===== src/rtl/seg7_scan_mux.sv =====
// seg7_scan_mux: time-multiplexed scan driver for a common-anode multi-digit 7-segment display
//   clk          system clock
//   rst_n        asynchronous active-low reset
//   value_i      value to display, digit 0 = value_i[3:0]
//   load_i       1-cycle strobe capturing value_i (shown from the next frame)
//   nibble_o     nibble of the digit currently presented, for the hex decoder
//   an_o         active-low anode enables, at most one low
//   digit_idx_o  digit currently presented
//   frame_done_o 1-cycle pulse after the digit index wraps to 0
module seg7_scan_mux #(
    parameter int NUM_DIGITS    = 4,
    parameter int REFRESH_DIV   = 50000,
    parameter int BLANK_CYC     = 64,
    parameter int BLANK_LEADING = 1
) (
    input  logic                          clk,
    input  logic                          rst_n,
    input  logic [4*NUM_DIGITS-1:0]       value_i,
    input  logic                          load_i,
    output logic [3:0]                    nibble_o,
    output logic [NUM_DIGITS-1:0]         an_o,
    output logic [$clog2(NUM_DIGITS)-1:0] digit_idx_o,
    output logic                          frame_done_o
);
    localparam int CW = $clog2(REFRESH_DIV);
    localparam int IW = $clog2(NUM_DIGITS);
    localparam logic [CW-1:0] CNT_LAST  = CW'(REFRESH_DIV - 1);
    localparam logic [CW-1:0] BLANK_END = CW'(BLANK_CYC);
    localparam logic [IW-1:0] IDX_LAST  = IW'(NUM_DIGITS - 1);

    logic [CW-1:0]           r_cnt;
    logic [IW-1:0]           r_idx;
    logic [4*NUM_DIGITS-1:0] r_shadow;
    logic [4*NUM_DIGITS-1:0] r_pending;
    logic                    r_pend_v;
    logic [NUM_DIGITS-1:0]   w_nz;
    logic                    w_slot_end;
    logic                    w_wrap;
    logic                    w_supp;
    logic                    w_acc;

    assign w_slot_end = r_cnt == CNT_LAST;
    assign w_wrap     = w_slot_end && r_idx == IDX_LAST;

    // w_nz[k]: some shadow nibble at position k or above is non-zero
    always_comb begin
        w_nz  = '0;
        w_acc = 1'b0;
        for (int k = NUM_DIGITS - 1; k >= 0; k--) begin
            w_acc   = w_acc | (|r_shadow[4*k +: 4]);
            w_nz[k] = w_acc;
        end
    end

    assign w_supp = (BLANK_LEADING != 0) && r_idx != '0 && !w_nz[r_idx];

    always_ff @(posedge clk or negedge rst_n) begin
        if (!rst_n) begin
            r_cnt        <= '0;
            r_idx        <= '0;
            r_shadow     <= '0;
            r_pending    <= '0;
            r_pend_v     <= 1'b0;
            nibble_o     <= '0;
            an_o         <= '1;
            digit_idx_o  <= '0;
            frame_done_o <= 1'b0;
        end else begin
            r_cnt <= w_slot_end ? '0 : r_cnt + 1'b1;
            if (w_slot_end)
                r_idx <= (r_idx == IDX_LAST) ? '0 : r_idx + 1'b1;
            // a load landing on the wrap cycle bypasses the pending buffer
            if (w_wrap) begin
                r_shadow <= load_i ? value_i : (r_pend_v ? r_pending : r_shadow);
                r_pend_v <= 1'b0;
            end else if (load_i) begin
                r_pending <= value_i;
                r_pend_v  <= 1'b1;
            end
            nibble_o     <= r_shadow[4*r_idx +: 4];
            digit_idx_o  <= r_idx;
            an_o         <= (r_cnt < BLANK_END || w_supp) ? '1 : ~(NUM_DIGITS'(1) << r_idx);
            frame_done_o <= w_wrap;
        end
    end
endmodule


===== config.mk =====
export PLATFORM = sky130hd
export DESIGN_NAME = seg7_scan_mux
export DESIGN_NICKNAME = d
export VERILOG_FILES = /design/src/rtl/seg7_scan_mux.sv
export SDC_FILE = /design/constraint.sdc
export NUM_CORES = 1
export LEC_CHECK = 0
export ABC_AREA = 1
export CAP_MARGIN = 20
export CORE_MARGIN = 3
export CORE_UTILIZATION = 50
export CTS_CLUSTER_DIAMETER = 100
export DETAILED_ROUTE_END_ITERATION = 7
export PLACE_DENSITY = 0.71
export SETUP_SLACK_MARGIN = 0.2
export SLEW_MARGIN = 20
export SYNTH_ARGS = -nofsm -noshare
export SYNTH_HDL_FRONTEND = slang
export SYNTH_SLANG_ARGS = --single-unit
export TNS_END_PERCENT = 100

===== constraint.sdc =====
create_clock -name clk -period 2.1 [get_ports clk]
set_input_delay 0.21 -clock clk [delete_from_list [all_inputs] [get_ports clk]]
set_output_delay 0.21 -clock clk [all_outputs]
set_load 0.01 [all_outputs]

# Word-level counts from Yosys, hierarchy flattened
# Index checks and enable logic that the tools add are counted.
[totals]
ff_bits = 62
latchBits = 0
ramBits = 0
mem_bits_ro = 0
in_bits = 19
mem_count = 0
[op_classes]
add_sub_neg = 2
mul = 0
div = 0
order_cmp = 2
eq_ne = 2
shift = 2
muxes = 9
bitwise = 5
n_reduce_logical = 13
[op_table]
columns = ["operator", "count"]
rows = [
  ["$mux 16", 3],
  ["$add 16x1->16 const B", 1],
  ["$eq 16x16->1 const B", 1],
  ["$lt 16x7->1 const B", 1],
  ["$reduce_or 4->1", 4],
  ["$shiftx 16x5->4", 1],
  ["$reduce_bool 2->1", 3],
  ["$mux 4", 1],
  ["$not 4->4", 1],
  ["$reduce_and 2->1", 2],
  ["$shl 1x2->4 const A", 1],
  ["$lt 2x3->1 const B", 1],
  ["$mux 1", 3],
  ["$or 1x1->1", 3],
  ["$add 2x1->2 const B", 1],
  ["$bmux 1 s2", 1],
  ["$eq 2x2->1 const B", 1],
  ["$logic_and 1x1->1", 2],
  ["$mux 2", 1],
  ["$logic_not 1->1", 1],
  ["$logic_or 1x1->1", 1],
  ["$not 1->1", 1],
]

# Longest topological paths before layout
[logic_depth]
ltp_word = 10
ltp_mapped = 11
mapped_depth_nobuf = 9

# Worst setup path before layout
# Ideal clock, no wire load.
[synth_timing]
path_kind = "reg-to-reg"
from = "reg r_idx[0]"
to = "reg an_o[3]"
setup_ns = 0.094
arrival_ns = 1.500
t_required_ns = 2.006
setup_slack_ns = 0.506
stages_incl_launch_ff = 12
path_buffers = 2
synth_period_minus_slack_ns = 1.594
cell_sequence = "dfrtp_1 -> clkbuf_1 -> inv_1 -> clkbuf_1 -> ha_1 -> inv_1 -> nand2_1 -> nor2_1 -> nand2_1 -> inv_1 -> nand2_1 -> nand3_1"
[synth_via]
elab_chain_cells = 6
[synth_lines]
columns = ["element", "line_no", "rtl"]
rows = [
  ["start: declaration", "32", "logic [IW-1:0] r_idx;"],
  ["start signal: assignment", "71", "r_idx <= (r_idx == IDX_LAST) ? '0 : r_idx + 1'b1;"],
  ["$bmux 1 s2", "55", "assign w_supp = (BLANK_LEADING != 0) && r_idx != '0 && !w_nz[r_idx];"],
  ["$mux 1 (implied by the code)", "55", ""],
  ["$logic_not 1->1", "55", ""],
  ["$logic_and 1x1->1", "55", ""],
  ["$logic_or 1x1->1", "82", "an_o <= (r_cnt < BLANK_END || w_supp) ? '1 : ~(NUM_DIGITS'(1) << r_idx);"],
  ["$mux 4 *", "82", ""],
  ["end signal: assignment", "82", ""],
  ["end: declaration", "21", "output logic [NUM_DIGITS-1:0] an_o,"],
]
# Every way passes the cells marked *; elsewhere a longest branch is shown, timed or not. The select of a mux whose other input is x is not followed.
# A chain may end at the register's enable or synchronous reset.

# Worst setup path after layout
[layout_timing]
from = "reg r_cnt[0]"
to = "reg r_pending[10]"
[layout_via]
elab_chain_cells = 4
[layout_lines]
columns = ["element", "line_no", "rtl"]
rows = [
  ["start: declaration", "31", "logic [CW-1:0] r_cnt;"],
  ["start signal: assignment", "69", "r_cnt <= w_slot_end ? '0 : r_cnt + 1'b1;"],
  ["$eq 16x16->1", "42", "assign w_slot_end = r_cnt == CNT_LAST;"],
  ["$logic_and 1x1->1", "43", "assign w_wrap = w_slot_end && r_idx == IDX_LAST;"],
  ["$not 1->1 (no line)", "-", ""],
  ["$reduce_and 2->1 (no line)", "-", ""],
  ["end signal: assignment", "77", "r_pending <= value_i;"],
  ["end: declaration", "34", "logic [4*NUM_DIGITS-1:0] r_pending;"],
]
# Every way passes these cells.

==> impl_metrics.ini <==
[synth]
synthArstFlopShare_pct = 100
yosysTopAreaCell = dfrtp_1
syn_nets = 409
syn_area_per_cell_um2 = 8.00
synth-edff-count = 0
synth.area.top_cells = dfrtp_1 47%, nand2_1 17%, nand3_1 4.9%
synth-main-ff-cell = dfrtp_1
yosysWarnings = 0
syn-instance-count = 385
ys_seq_elements = 62
synth_area_um2 = 3080
synth_top_area_share_pct = 47.1
yosysUniqueCellTypes = 33
seq_area_frac_synth_pct = 50.5

[critical_path]
end_kind = flop
crit_fanout = 19
cp-start-kind = flop
worstPathArrival_ns = 1.98
crit_type = flop to flop
cp.required_ns = 2.37

[timing]
finalMaxSlewViolations = 0
hold_viol_final = 0
fin_crit_ns = 1.71
fin_setup_tns_ns = 0
fin_crit_sh_pct = 81.2
max_clock_freq_ghz = 0.586
finClkSkew_ns = 0.00912
rsz0062_at_grt = no
setup_ws_ns = 0.394
tightestPinTransition_ns = 0.483
slew_headroom_pct = 67.8
setup_viol = 0

[clock_network]
cts-root-buf = clkbuf_8
ctsResizeCount = 0
cts_buffers = 9
htree_levels = 3
clk_transition_reported_paths_ns = 0.07
clock_path_buffers = 2
insertion_delay_ns = 0.34
cts_tree = yes
cts.sinks = 62

[floorplanning]
die_area_um2 = 7140
die_h_um = 84.5
fp.dieW_um = 84.5
ios = 30
rows = 27
start_util_pct = 53.6
core_um2 = 5740

[route]
first_pass_iters = 4
via_per_inst = 5.13
wirelength_um = 6310
route.detailed.drc = 0
ant_nets = 0
drtIter0Drc = 138
route.vias.total = 2535
wl_per_cell_um = 12.8

[place]
gp_congestion = 0.874
portBuffers = 29
place_ws_ns = 0.281
dpl.hpwl_um = 4500

[min_path]
hold_path_class = primary input to asynchronous set/reset pin

[grt]
gr-total-overflow = 0
grt_pass1_wl_um = 11300
grt_max_degree = 45
grt_pass1_vias = 2521
track_usage_pct = 19.5
antenna_found_initial = 0

[pwr]
irDropWorstVdd_v = 0.000401
p_leak_nw = 1.85
cellPowerDensity_nw_per_um2 = 628

[status]
status = completed

[layout]
antennaDiodeCount = 0
drive_gt1_share_pct = 10.2
nets = 441
synthToLayoutAreaGrowth_pct = 17.4

[flow_run]
cap_violations = 0
stage by stage:
stage	cells	power [W]	utilization (%)	area (um2)	hold WS, ns
2_1_floorplan	385	0.00132	-	3080	-0.0856
3_3_place_gp	477	0.00140	60.0	3450	0.184
3_5_place_dp	477	0.00140	60.0	3450	0.195
4_1_cts	494	0.00229	62.9	3610	0.364
5_1_grt	494	0.00237	62.9	3610	0.388
6_report	494	0.00227	62.9	3610	0.355
path summary, 6_finish.rpt:
kind / start / end / slack, ns / cells after the start
min in group clk: value_i[0] / r_pending[0] / 0.46 / 3
setup reg to reg: r_cnt[0] / r_pending[10] / 0.39 / 9
hold reg to reg: r_pending[6] / r_pending[6] / 0.47 / 2
setup / recovery: r_cnt[0] / r_pending[10] / 0.39 / 9
max in group asynchronous: rst_n / an_o[0] / 1.10 / 3
hold / removal: rst_n / r_cnt[13] / 0.35 / 2
what timing repair did:
action	CTS	global route
endpoints found under the hold margin	18	0
hold buffers	1	0
buffers inserted	0	0
critical path: stages (launching register included):
cell and delay (ns):
dfrtp_1 0.40, ha_1 0.20, nand2_2 0.10, inv_2 0.07
nand2_1 0.07, nor2_4 0.16, nand3_4 0.23, nand2_4 0.25
nand2_1 0.08, nand2_1 0.07
where the power goes:
part / total [W] / leakage [nW] / switching (W) / internal, W
Clock: 0.000887 / 0.0829 / 0.000467 / 0.000420
Sequential: 0.00124 / 0.804 / 0.0000139 / 0.00122
Combinational: 0.000146 / 0.961 / 0.0000827 / 0.0000633
Total: 0.00227 / 1.85 / 0.000563 / 0.00171
placed cells by master, fill, tap and decap left out, types with 3 or more instances in the layout:
| cell | Yosys | final |
|---|---|---|
| nand3_1 | 30 | 30 |
| nor2_2 | 3 | 3 |
| inv_1 | 23 | 23 |
| buf_4 | 4 | 5 |
| nor2_4 | 3 | 3 |
| o21ai_0 | 12 | 12 |
| clkdlybuf4s50_1 | 0 | 28 |
| clkinv_2 | 0 | 4 |
| ha_1 | 5 | 5 |
| inv_2 | 3 | 3 |
| nor2_1 | 38 | 38 |
| dfrtp_1 | 58 | 58 |
| nor3_1 | 4 | 4 |
| xor2_1 | 6 | 6 |
| o22ai_1 | 4 | 4 |
| clkbuf_8 | 0 | 9 |
| nand4_1 | 17 | 17 |
| dfstp_2 | 4 | 4 |
| nand2_1 | 142 | 142 |
cells in the mapped netlist, drive strengths merged, types with 2 or more instances:
library cell	n
a21oi	2
buf	10
clkbuf	6
dfrtp	58
dfstp	4
ha	5
inv	26
nand2	145
nand3	32
nand4	18
nor2	44
nor3	4
o21ai	13
o21bai	2
o22ai	4
or2	3
xor2	6
registers in the layout (all words and copies together) (netlist names):
| signal | flops |
|---|---|
| r_shadow | 16 |
| digit_idx_o | 2 |
| r_idx | 2 |
| nibble_o | 4 |
| frame_done_o | 1 |
| r_cnt | 16 |
| r_pend_v | 1 |
| r_pending | 16 |
| an_o | 4 |
routing by layer:
metal	wire length (um)	GRT usage [%]
met1	3060	26.1
met5	0	0
met4	82	7.77
met2	2930	31.5
met3	232	3.83
layout make-up:
class	instances	area (um2)
Multi-Input combinational cell	281	1340
Clock buffer	11	131
Sequential cell	62	1560
Clock inverter	5	27.5
Tap cell	72	90.1
Timing Repair Buffer	37	373
Fill cell	533	2130
Inverter	26	97.6
cell families (layout without fill, tap and decap cells):
kind of cell | count (synthesis) | in the layout | synth area share, %
XOR/XNOR | 6 | 6 | 1.71
buffers and inverters | 42 | 79 | 5.97
adder cells (fa/ha/maj) | 5 | 5 | 2.03
AND/OR/NAND/NOR | 249 | 249 | 36.0
flip-flops | 62 | 62 | 50.5
AO/OA/AOI/OAI | 21 | 21 | 3.74
Power figures use the tool's default switching activity.
